File: config.mk
export PLATFORM = sky130hd
export DESIGN_NAME = instr_enc_flat
export DESIGN_NICKNAME = d
export VERILOG_FILES = /design/src/rtl/instr_enc_if.sv /design/src/rtl/instr_enc.sv /design/src/flat_wrapper.sv
export SDC_FILE = /design/constraint.sdc
export NUM_CORES = 1
export LEC_CHECK = 0
export ABC_AREA = 1
export BUFFER_PORTS_ARGS = -buffer_cell sky130_fd_sc_hd__buf_4
export CAP_MARGIN = 20
export CORE_MARGIN = 2
export CORE_UTILIZATION = 40
export CTS_CLUSTER_SIZE = 8
export DETAILED_ROUTE_END_ITERATION = 16
export PLACE_DENSITY = 0.73
export SLEW_MARGIN = 20
export SYNTH_ARGS = -nofsm -noshare
export SYNTH_HDL_FRONTEND = slang
export SYNTH_SLANG_ARGS = --single-unit
File: constraint.sdc
create_clock -name clk -period 2.2 [get_ports clk]
set_input_delay 0.11 -clock clk [delete_from_list [all_inputs] [get_ports clk]]
set_output_delay 0.11 -clock clk [all_outputs]
set_load 0.03 [all_outputs]
File: src/rtl/instr_enc_if.sv
// Request/response bundle for the RV32I instruction encoder.
// The master issues requests and consumes words; the slave is the encoder.
interface instr_enc_if;
  logic        in_valid;
  logic        in_ready;
  logic [4:0]  in_op;
  logic [4:0]  in_rd;
  logic [4:0]  in_rs1;
  logic [4:0]  in_rs2;
  logic [31:0] in_imm;
  logic        out_valid;
  logic        out_ready;
  logic [31:0] out_instr;
  logic        out_last;
  logic        err;

  modport master (
    output in_valid, in_op, in_rd, in_rs1, in_rs2, in_imm, out_ready,
    input  in_ready, out_valid, out_instr, out_last, err
  );

  modport slave (
    input  in_valid, in_op, in_rd, in_rs1, in_rs2, in_imm, out_ready,
    output in_ready, out_valid, out_instr, out_last, err
  );
endinterface

File: src/rtl/instr_enc.sv
// Encodes mnemonic requests into RV32I words through a single output register.
// LI outside the 12-bit range expands to LUI (+ ADDI) using a second FSM state.
module instr_enc (
  input logic        clk,
  input logic        rst,
  instr_enc_if.slave bus
);

  typedef enum logic [0:0] {StIdle, StLi2} state_e;

  localparam logic [4:0] OpAdd   = 5'd0;
  localparam logic [4:0] OpSub   = 5'd1;
  localparam logic [4:0] OpAnd   = 5'd2;
  localparam logic [4:0] OpOr    = 5'd3;
  localparam logic [4:0] OpXor   = 5'd4;
  localparam logic [4:0] OpSll   = 5'd5;
  localparam logic [4:0] OpSrl   = 5'd6;
  localparam logic [4:0] OpSra   = 5'd7;
  localparam logic [4:0] OpSlt   = 5'd8;
  localparam logic [4:0] OpSltu  = 5'd9;
  localparam logic [4:0] OpAddi  = 5'd10;
  localparam logic [4:0] OpAndi  = 5'd11;
  localparam logic [4:0] OpOri   = 5'd12;
  localparam logic [4:0] OpXori  = 5'd13;
  localparam logic [4:0] OpSlti  = 5'd14;
  localparam logic [4:0] OpSltiu = 5'd15;
  localparam logic [4:0] OpSlli  = 5'd16;
  localparam logic [4:0] OpSrli  = 5'd17;
  localparam logic [4:0] OpSrai  = 5'd18;
  localparam logic [4:0] OpLw    = 5'd19;
  localparam logic [4:0] OpSw    = 5'd20;
  localparam logic [4:0] OpBeq   = 5'd21;
  localparam logic [4:0] OpBne   = 5'd22;
  localparam logic [4:0] OpBlt   = 5'd23;
  localparam logic [4:0] OpBge   = 5'd24;
  localparam logic [4:0] OpBltu  = 5'd25;
  localparam logic [4:0] OpBgeu  = 5'd26;
  localparam logic [4:0] OpJal   = 5'd27;
  localparam logic [4:0] OpLui   = 5'd28;
  localparam logic [4:0] OpLi    = 5'd29;

  localparam logic [6:0] OpcR    = 7'b0110011;
  localparam logic [6:0] OpcImm  = 7'b0010011;
  localparam logic [6:0] OpcLoad = 7'b0000011;
  localparam logic [6:0] OpcStor = 7'b0100011;
  localparam logic [6:0] OpcBr   = 7'b1100011;
  localparam logic [6:0] OpcJal  = 7'b1101111;
  localparam logic [6:0] OpcLui  = 7'b0110111;

  localparam logic [6:0] F7Base  = 7'b0000000;
  localparam logic [6:0] F7Alt   = 7'b0100000;

  function automatic logic [31:0] f_r(input logic [6:0] f7, input logic [2:0] f3,
                                      input logic [4:0] rd, input logic [4:0] rs1,
                                      input logic [4:0] rs2);
    return {f7, rs2, rs1, f3, rd, OpcR};
  endfunction

  function automatic logic [31:0] f_i(input logic [11:0] imm, input logic [4:0] rs1,
                                      input logic [2:0] f3, input logic [4:0] rd,
                                      input logic [6:0] opc);
    return {imm, rs1, f3, rd, opc};
  endfunction

  function automatic logic [31:0] f_b(input logic [12:1] b, input logic [4:0] rs2,
                                      input logic [4:0] rs1, input logic [2:0] f3);
    return {b[12], b[10:5], rs2, rs1, f3, b[4:1], b[11], OpcBr};
  endfunction

  function automatic logic [31:0] f_j(input logic [20:1] j, input logic [4:0] rd);
    return {j[20], j[10:1], j[11], j[19:12], rd, OpcJal};
  endfunction

  state_e      r_state;
  state_e      w_state_d;
  logic        r_out_valid;
  logic        r_out_last;
  logic [31:0] r_out_instr;
  logic [31:0] r_pend;
  logic        r_err;

  logic        w_out_valid_d;
  logic        w_out_last_d;
  logic [31:0] w_out_instr_d;
  logic [31:0] w_pend_d;
  logic        w_err_d;

  logic        w_in_ready;
  logic        w_load_pend;
  logic        w_accept;

  logic [31:0] w_word;
  logic [31:0] w_pend;
  logic        w_last;
  logic        w_two;
  logic        w_bad;

  logic [4:0]  w_rd;
  logic [4:0]  w_rs1;
  logic [4:0]  w_rs2;
  logic [31:0] w_imm;
  logic        w_br_ok;
  logic        w_jal_ok;
  logic        w_li_small;
  logic [19:0] w_li_hi;

  assign w_rd   = bus.in_rd;
  assign w_rs1  = bus.in_rs1;
  assign w_rs2  = bus.in_rs2;
  assign w_imm  = bus.in_imm;

  // Range checks: imm must be a sign extension of its low 13 / 21 / 12 bits.
  assign w_br_ok    = (w_imm[31:12] == {20{w_imm[12]}}) && !w_imm[0];
  assign w_jal_ok   = (w_imm[31:20] == {12{w_imm[20]}}) && !w_imm[0];
  assign w_li_small = (w_imm[31:11] == {21{w_imm[11]}});
  // (imm + 0x800)[31:12]: the carry into bit 12 is exactly imm[11].
  assign w_li_hi    = w_imm[31:12] + {19'b0, w_imm[11]};

  always_comb begin : decode
    w_word = '0;
    w_pend = '0;
    w_last = 1'b1;
    w_two  = 1'b0;
    w_bad  = 1'b0;
    case (bus.in_op)
      OpAdd:   w_word = f_r(F7Base, 3'b000, w_rd, w_rs1, w_rs2);
      OpSub:   w_word = f_r(F7Alt,  3'b000, w_rd, w_rs1, w_rs2);
      OpAnd:   w_word = f_r(F7Base, 3'b111, w_rd, w_rs1, w_rs2);
      OpOr:    w_word = f_r(F7Base, 3'b110, w_rd, w_rs1, w_rs2);
      OpXor:   w_word = f_r(F7Base, 3'b100, w_rd, w_rs1, w_rs2);
      OpSll:   w_word = f_r(F7Base, 3'b001, w_rd, w_rs1, w_rs2);
      OpSrl:   w_word = f_r(F7Base, 3'b101, w_rd, w_rs1, w_rs2);
      OpSra:   w_word = f_r(F7Alt,  3'b101, w_rd, w_rs1, w_rs2);
      OpSlt:   w_word = f_r(F7Base, 3'b010, w_rd, w_rs1, w_rs2);
      OpSltu:  w_word = f_r(F7Base, 3'b011, w_rd, w_rs1, w_rs2);
      OpAddi:  w_word = f_i(w_imm[11:0], w_rs1, 3'b000, w_rd, OpcImm);
      OpAndi:  w_word = f_i(w_imm[11:0], w_rs1, 3'b111, w_rd, OpcImm);
      OpOri:   w_word = f_i(w_imm[11:0], w_rs1, 3'b110, w_rd, OpcImm);
      OpXori:  w_word = f_i(w_imm[11:0], w_rs1, 3'b100, w_rd, OpcImm);
      OpSlti:  w_word = f_i(w_imm[11:0], w_rs1, 3'b010, w_rd, OpcImm);
      OpSltiu: w_word = f_i(w_imm[11:0], w_rs1, 3'b011, w_rd, OpcImm);
      OpSlli: begin
        w_word = f_i({F7Base, w_imm[4:0]}, w_rs1, 3'b001, w_rd, OpcImm);
        w_bad  = |w_imm[31:5];
      end
      OpSrli: begin
        w_word = f_i({F7Base, w_imm[4:0]}, w_rs1, 3'b101, w_rd, OpcImm);
        w_bad  = |w_imm[31:5];
      end
      OpSrai: begin
        w_word = f_i({F7Alt, w_imm[4:0]}, w_rs1, 3'b101, w_rd, OpcImm);
        w_bad  = |w_imm[31:5];
      end
      OpLw:    w_word = f_i(w_imm[11:0], w_rs1, 3'b010, w_rd, OpcLoad);
      OpSw:    w_word = {w_imm[11:5], w_rs2, w_rs1, 3'b010, w_imm[4:0], OpcStor};
      OpBeq: begin
        w_word = f_b(w_imm[12:1], w_rs2, w_rs1, 3'b000);
        w_bad  = !w_br_ok;
      end
      OpBne: begin
        w_word = f_b(w_imm[12:1], w_rs2, w_rs1, 3'b001);
        w_bad  = !w_br_ok;
      end
      OpBlt: begin
        w_word = f_b(w_imm[12:1], w_rs2, w_rs1, 3'b100);
        w_bad  = !w_br_ok;
      end
      OpBge: begin
        w_word = f_b(w_imm[12:1], w_rs2, w_rs1, 3'b101);
        w_bad  = !w_br_ok;
      end
      OpBltu: begin
        w_word = f_b(w_imm[12:1], w_rs2, w_rs1, 3'b110);
        w_bad  = !w_br_ok;
      end
      OpBgeu: begin
        w_word = f_b(w_imm[12:1], w_rs2, w_rs1, 3'b111);
        w_bad  = !w_br_ok;
      end
      OpJal: begin
        w_word = f_j(w_imm[20:1], w_rd);
        w_bad  = !w_jal_ok;
      end
      OpLui:   w_word = {w_imm[31:12], w_rd, OpcLui};
      OpLi: begin
        if (w_li_small) begin
          w_word = f_i(w_imm[11:0], 5'd0, 3'b000, w_rd, OpcImm);
        end else begin
          w_word = {w_li_hi, w_rd, OpcLui};
          if (w_imm[11:0] != 12'd0) begin
            w_last = 1'b0;
            w_two  = 1'b1;
            w_pend = f_i(w_imm[11:0], w_rd, 3'b000, w_rd, OpcImm);
          end
        end
      end
      default: w_bad = 1'b1;
    endcase
  end

  assign w_accept = bus.in_valid && w_in_ready;

  always_ff @(posedge clk) begin : state_reg
    if (rst) begin
      r_state <= StIdle;
    end else begin
      r_state <= w_state_d;
    end
  end

  always_comb begin : next_state
    w_state_d = r_state;
    case (r_state)
      StIdle:  if (w_accept && !w_bad && w_two) w_state_d = StLi2;
      StLi2:   if (bus.out_ready) w_state_d = StIdle;
      default: w_state_d = StIdle;
    endcase
  end

  always_comb begin : fsm_out
    w_in_ready  = (r_state == StIdle) && (!r_out_valid || bus.out_ready) && !rst;
    w_load_pend = (r_state == StLi2) && bus.out_ready;
  end

  // A rejected request loads nothing; the register only drains if consumed.
  always_comb begin : out_next
    w_out_valid_d = r_out_valid;
    w_out_last_d  = r_out_last;
    w_out_instr_d = r_out_instr;
    w_pend_d      = r_pend;
    w_err_d       = 1'b0;
    if (r_out_valid && bus.out_ready) w_out_valid_d = 1'b0;
    if (w_load_pend) begin
      w_out_valid_d = 1'b1;
      w_out_last_d  = 1'b1;
      w_out_instr_d = r_pend;
    end else if (w_accept) begin
      if (w_bad) begin
        w_err_d = 1'b1;
      end else begin
        w_out_valid_d = 1'b1;
        w_out_last_d  = w_last;
        w_out_instr_d = w_word;
        w_pend_d      = w_pend;
      end
    end
  end

  always_ff @(posedge clk) begin : out_reg
    if (rst) begin
      r_out_valid <= 1'b0;
      r_out_last  <= 1'b0;
      r_out_instr <= '0;
      r_pend      <= '0;
      r_err       <= 1'b0;
    end else begin
      r_out_valid <= w_out_valid_d;
      r_out_last  <= w_out_last_d;
      r_out_instr <= w_out_instr_d;
      r_pend      <= w_pend_d;
      r_err       <= w_err_d;
    end
  end

  assign bus.in_ready  = w_in_ready;
  assign bus.out_valid = r_out_valid;
  assign bus.out_last  = r_out_last;
  assign bus.out_instr = r_out_instr;
  assign bus.err       = r_err;

endmodule

File: src/flat_wrapper.sv
// flat-port wrapper written by rule: the top's interface ports become plain ports
module instr_enc_flat 
  (clk, rst, bus_in_valid, bus_in_op, bus_in_rd, bus_in_rs1, bus_in_rs2, bus_in_imm, bus_out_ready, bus_in_ready, bus_out_valid, bus_out_instr, bus_out_last, bus_err);
  instr_enc_if bus_i ();
  input logic clk;
  input logic rst;
  input wire logic [$bits(bus_i.in_valid)-1:0] bus_in_valid;
  input wire logic [$bits(bus_i.in_op)-1:0] bus_in_op;
  input wire logic [$bits(bus_i.in_rd)-1:0] bus_in_rd;
  input wire logic [$bits(bus_i.in_rs1)-1:0] bus_in_rs1;
  input wire logic [$bits(bus_i.in_rs2)-1:0] bus_in_rs2;
  input wire logic [$bits(bus_i.in_imm)-1:0] bus_in_imm;
  input wire logic [$bits(bus_i.out_ready)-1:0] bus_out_ready;
  output wire logic [$bits(bus_i.in_ready)-1:0] bus_in_ready;
  output wire logic [$bits(bus_i.out_valid)-1:0] bus_out_valid;
  output wire logic [$bits(bus_i.out_instr)-1:0] bus_out_instr;
  output wire logic [$bits(bus_i.out_last)-1:0] bus_out_last;
  output wire logic [$bits(bus_i.err)-1:0] bus_err;
  assign bus_i.in_valid = bus_in_valid;
  assign bus_i.in_op = bus_in_op;
  assign bus_i.in_rd = bus_in_rd;
  assign bus_i.in_rs1 = bus_in_rs1;
  assign bus_i.in_rs2 = bus_in_rs2;
  assign bus_i.in_imm = bus_in_imm;
  assign bus_i.out_ready = bus_out_ready;
  assign bus_in_ready = bus_i.in_ready;
  assign bus_out_valid = bus_i.out_valid;
  assign bus_out_instr = bus_i.out_instr;
  assign bus_out_last = bus_i.out_last;
  assign bus_err = bus_i.err;
  instr_enc u_core (.clk(clk), .rst(rst), .bus(bus_i));
endmodule
==> results of run 1 <==
## through the flow
stage,cells,power [mW],setup slack [ns]
5_1_grt,963,2.54,0.268
2_1_floorplan,721,1.48,0.123
6_report,963,2.43,0.401
3_5_place_dp,956,1.80,0.101
4_1_cts,963,2.42,0.418
3_3_place_gp,956,1.80,0.155
## cells by family after synthesis
group | after synthesis | share of synthesized area
buffers and inverters | 93 | 0.0959
AO/OA/AOI/OAI | 91 | 0.115
adder cells (fa/ha/maj) | 4 | 0.0120
XOR/XNOR | 12 | 0.0251
flip-flops | 53 | 0.253
AND/OR/NAND/NOR | 468 | 0.499
## Yosys cell counts (8+ instances only)
master / instances
clkbuf_1: 11
buf_4: 8
nand3_1: 84
o21ai_0: 26
dfxtp_1: 53
inv_1: 58
o21ai_1: 15
nand2_2: 12
nor2_1: 98
xor2_1: 10
a21oi_1: 40
nand2_1: 235
nand4_1: 8
## final timing paths
path	startpoint	to	slack, ns	cells past startpoint
setup / recovery	bus_in_op[4]	u_core.bus.out_instr[17]$_SDFFE_PP0P_	0.40	13
setup reg to reg	u_core.bus.out_valid$_SDFF_PP0_	u_core.bus.out_instr[1]$_SDFFE_PP0P_	0.49	11
hold / removal	bus_out_ready	u_core.r_state$_SDFF_PP0_	0.08	4
hold reg to reg	u_core.bus.out_instr[4]$_SDFFE_PP0P_	u_core.bus.out_instr[4]$_SDFFE_PP0P_	0.47	2
## worst min-delay path: stages
cell	delay, ns
buf_4	0.08
inv_1	0.04
nand2_1	0.05
a21oi_1	0.05
## cells in the final DEF (no fill, tap or decap), types with 12 or more instances in the layout
cell | synthesis | routed
buf_4 | 8 | 125
a21oi_1 | 40 | 40
o21ai_1 | 15 | 15
dfxtp_1 | 53 | 53
inv_1 | 58 | 58
nand3_1 | 84 | 84
o21ai_0 | 26 | 26
nor2_1 | 98 | 98
nand2_2 | 12 | 12
nand2_1 | 235 | 235
## state kept, by name, summed over array words and instances (netlist names)
name,flops
u_core.bus.out_instr,31
u_core.r_state,1
u_core.r_pend,18
u_core.bus.out_valid,1
u_core.bus.err,1
u_core.bus.out_last,1
## where the power goes
group | leakage [nW] | total (mW) | internal, mW | switching, mW
Clock | 0.0540 | 0.641 | 0.331 | 0.310
Sequential | 0.430 | 1.02 | 0.997 | 0.0200
Combinational | 2.12 | 0.769 | 0.285 | 0.484
## area by class of cell
class	instances	area share
clock buffer	5	0.0131
clock inverter	2	0.00665
multi-input combinational	575	0.518
timing repair buffer	126	0.182
inverter	66	0.0470
sequential	53	0.201
tap	136	0.0323
## per-layer routing
metal	global-route usage	vias to the layer above	part of all wire
li1	-	2519	-
met1	0.339	2239	0.44
met2	0.432	180	0.46
met3	0.0319	21	0.070
met4	0.0545	0	0.022
met5	0	-	0
==> flow_metrics.tcl, run 1 <==
set metrics [dict create \
    status "complete, no violations" \
    finalHoldViolCount 0 \
    cap_violations 0 \
    boundaryPins 92 \
    finalClockSkew_ns 0.00834 \
    ant_nets 0 \
    port_buffers 91 \
    design_area_mm2 0.00527 \
    worst_pin_slew_ns 0.630 \
    cp.required_ns 2.39 \
    synth_flop_cell "dfxtp_1" \
    crit_slowest_cell "o21ai_0" \
    drive_above_1_share 0.207 \
    cts.sinks 53 \
    gr-total-overflow 0 \
    rsz0062_at_grt "false" \
    period_minus_slack_ns 1.80 \
    fmax_ghz 0.556 \
    nets 887 \
    clk_latency_ns 0.30 \
    synth_largest_area_cell "dfxtp_1" \
    cp_max_fo 8 \
    grt.total_usage 0.252 \
    power_density_mw_per_mm2 461 \
    synth_area_per_cell_um2 5.81 \
    antenna_found_initial 0 \
    grt_pass1_wl_um 23100 \
    cp_top_family "simple AND/OR/NAND/NOR gates" \
    n_antenna_cell 0 \
    drt_wl_total_um 14200 \
    slew_headroom 0.579 \
    p_leak_nw 2.61 \
    clkTransAtPathRegs_ns 0.09 \
    fin_util 0.515 \
    detail_route.drc_violations 0 \
    setup_viol 0 \
    syn_to_final_growth_pct 25.9 \
    synth.distinct_cells 42 \
    worstSetupPathType "in2reg" \
    place_area_mm2 0.00517 \
    slowest_delay_ns 0.39 \
    hp-class "in2reg" \
    htree_levels 2 \
    grt_max_degree 33 \
    tns_ns 0 \
    fp.dieArea_mm2 0.0113 \
    hold_slack_ns 0.0798 \
    yosysSeqAreaShare 0.253 \
    gp_congestion 0.984 \
    cts_tree "built" \
    crit_arrival_ns 1.99 \
    fp.dieW_um 106 \
    dieHeight_um 106 \
    cts_buffers 5 \
    synthDominantCellAreaShare 0.253 \
    root_buffer "clkbuf_8" \
    slew_viol_final 0 \
    multiInputGateArea_mm2 0.00273 \
    rows 37 \
    coreArea_mm2 0.0102 \
    endpoint_kind "register" \
    fillCellCount 1114 \
    cts-hold-fix-buffers 0 \
    ys_async_sr_fraction 0 \
    synth_seq_cells 53 \
    first_iter_violations 352 \
    initial_core_util 0.409 \
    fin_crit_sh 0.818 \
    crit_top_cell "nand2_1" \
    path_cells "buf_4 > inv_1 > buf_4 > nand3_1 > nand2_1 > nor2_1 > nand2_1 > o21ai_0 > nand3_1 > nand2_1 > nand2_1 > nand2_1 > a21oi_1" \
    peakVddDrop_mv 0.323 \
    crit_path_start_kind "primary input" \
    drtPass1Iterations 5 \
    synth_edf_count 0 \
    regArea_mm2 0.00106 \
    ys_warn_count 0 \
    synth_area_leaders "dfxtp_1, nand2_1, nand3_1, nor2_1, inv_1" \
    vias 4959 \
    vias_per_cell 5.15 \
    routedWlPerCell_um 14.8 \
    synthCells 721 \
    synth_fp_nets 781 \
    post_cts_buffers 0 \
    place_hpwl_um 11400 \
    cp_num_buf_inv 3 \
    grt_pass1_vias 4620 \
    clockBufferDepth 2 \
    synth_area_mm2 0.00419 \
    cts_resized 0 \
]
No activity file was read; power rests on OpenSTA's default activity.
==> inputs of run 2 (changes only) <==
clock period = 1.8 ns   (was 2.2 ns; I/O delays follow)
==> flow_metrics.tcl, run 2 (same netlist as run 1, synthesis figures left out) <==
set metrics [dict create \
    status "complete, no violations" \
    grt_pass1_wl_um 23400 \
    cts-hold-fix-buffers 0 \
    dp_worst_setup_slack_ns -0.213 \
    reg2reg_depth 11 \
    min_from "bus_out_ready" \
    design_area_mm2 0.00562 \
    cts_tree "built" \
    fin_util 0.549 \
    gr-total-overflow 0 \
    grt.total_usage 0.260 \
    rows 37 \
    antenna_found_initial 0 \
    power_density_mw_per_mm2 523 \
    finalClockSkew_ns 0.00904 \
    fin_cells 1005 \
    fin_crit_sh 0.936 \
    initial_core_util 0.409 \
    crit_slowest_cell "dfxtp_4" \
    ant_nets 0 \
    worstSetupPathType "reg2reg" \
    clkTransAtPathRegs_ns 0.10 \
    routedWlPerCell_um 14.4 \
    r2r-start "u_core.bus.out_valid$_SDFF_PP0_" \
    crit_arrival_ns 1.94 \
    p_leak_nw 2.80 \
    vias 5089 \
    slew_viol_final 0 \
    port_buffers 91 \
    detail_route.drc_violations 0 \
    setup_ws_ns 0.116 \
    largest_register_ffs 31 \
    htree_levels 2 \
    clk_latency_ns 0.31 \
    hp-class "in2reg" \
    cap_violations 0 \
    fp.dieArea_mm2 0.0113 \
    drt_wl_total_um 14400 \
    grt_pass1_vias 4759 \
    cts.sinks 53 \
    endpoint_kind "register" \
    hold_slack_ns 0.0507 \
    cts_buffers 5 \
    grt_max_degree 33 \
    worst_pin_slew_ns 0.596 \
    boundaryPins 92 \
    drtPass1Iterations 5 \
    clockBufferDepth 2 \
    place_hpwl_um 11700 \
    fmax_ghz 0.594 \
    first_iter_violations 424 \
    dieHeight_um 106 \
    cp.required_ns 2.05 \
    syn_to_final_growth_pct 34.2 \
    holdPathStages 4 \
    path_cells "nand2_1 > inv_1 > nor3_4 > nand2_4 > inv_2 > nand4_4 > nand2_2 > buf_12 > buf_4 > o21ai_1 > nor2_1" \
    slowest_delay_ns 0.35 \
    finalHoldViolCount 0 \
    fp.dieW_um 106 \
    gp_congestion 0.987 \
    setup_viol 0 \
    coreArea_mm2 0.0102 \
    worstSetupStartpoint "u_core.bus.out_valid$_SDFF_PP0_" \
    vias_per_cell 5.06 \
    nets 928 \
    place_area_mm2 0.00551 \
    place_inst 996 \
    peakVddDrop_mv 0.357 \
    drive_above_1_share 0.251 \
    n_antenna_cell 0 \
    layout_common_cells "nand2_1, buf_4, nor2_1" \
    slew_headroom 0.603 \
    period_minus_slack_ns 1.68 \
    crit_path_start_kind "register" \
    root_buffer "clkbuf_8" \
    cp_max_fo 16 \
    mostFrequentLayoutCell "nand2_1" \
]
run 2: cell types whose count changed in the layout (fill, tap and decap cells not counted), moves of 2 or more:
| cell | before | now |
|---|---|---|
| buf_12 | 1 | 3 |
| inv_1 | 58 | 56 |
| nor2_2 | 3 | 5 |
| inv_2 | 7 | 9 |
| clkbuf_1 | 0 | 2 |
| nor2_1 | 98 | 96 |
| buf_4 | 125 | 164 |
run 2: timing repair:
item                       CTS  global route
setup buffers                0             1
setup endpoints to repair    0            10
gates resized for setup      0             6
run 2: report_power, final:
group	internal, mW	switching, mW	leakage (nW)
Combinational	0.410	0.618	2.33
Clock	0.276	0.389	0.0385
Sequential	1.22	0.0260	0.431
Total	1.90	1.03	2.80
run 2: worst max-delay path, delay by kind of cell (launching register included):
family,cells,cell delay (ns)
DFF,1,0.35
and+or+nand+nor,6,0.79
AOI/OAI and AO/OA,1,0.06
buffers and inverters,4,0.43
run 2: cell type report:
class / instances / area, um2
flip-flops and latches: 53 / 1060
well taps: 136 / 170
clock inverters: 1 / 7.51
repair buffers: 167 / 1290
fillers: 1080 / 4610
inverters: 66 / 248
clock buffers: 7 / 76.3
multi-input cells: 575 / 2760
run 2: metrics by stage:
step,power (mW),TNS [ns]
finish,2.94,0
global route,3.08,-0.0113
CTS,2.92,0
detailed placement,2.28,-7.38
global placement,2.28,-5.94
floorplan,1.82,0
run 2: layer usage:
metal	up-vias	wire, um	global-route usage	share of wire
li1	2611	-	-	-
met1	2283	6610	0.364	0.46
met2	168	6490	0.411	0.45
met3	27	960	0.0380	0.066
met4	0	381	0.0808	0.026
met5	-	0	0	0
run 2: final timing paths:
kind | to | slack (ns)
max | u_core.bus.out_instr[26]$_SDFFE_PP0P_ | 0.12
min | u_core.r_state$_SDFF_PP0_ | 0.05
max reg2reg | u_core.bus.out_instr[26]$_SDFFE_PP0P_ | 0.12
min reg2reg | u_core.bus.out_instr[11]$_SDFFE_PP0P_ | 0.47
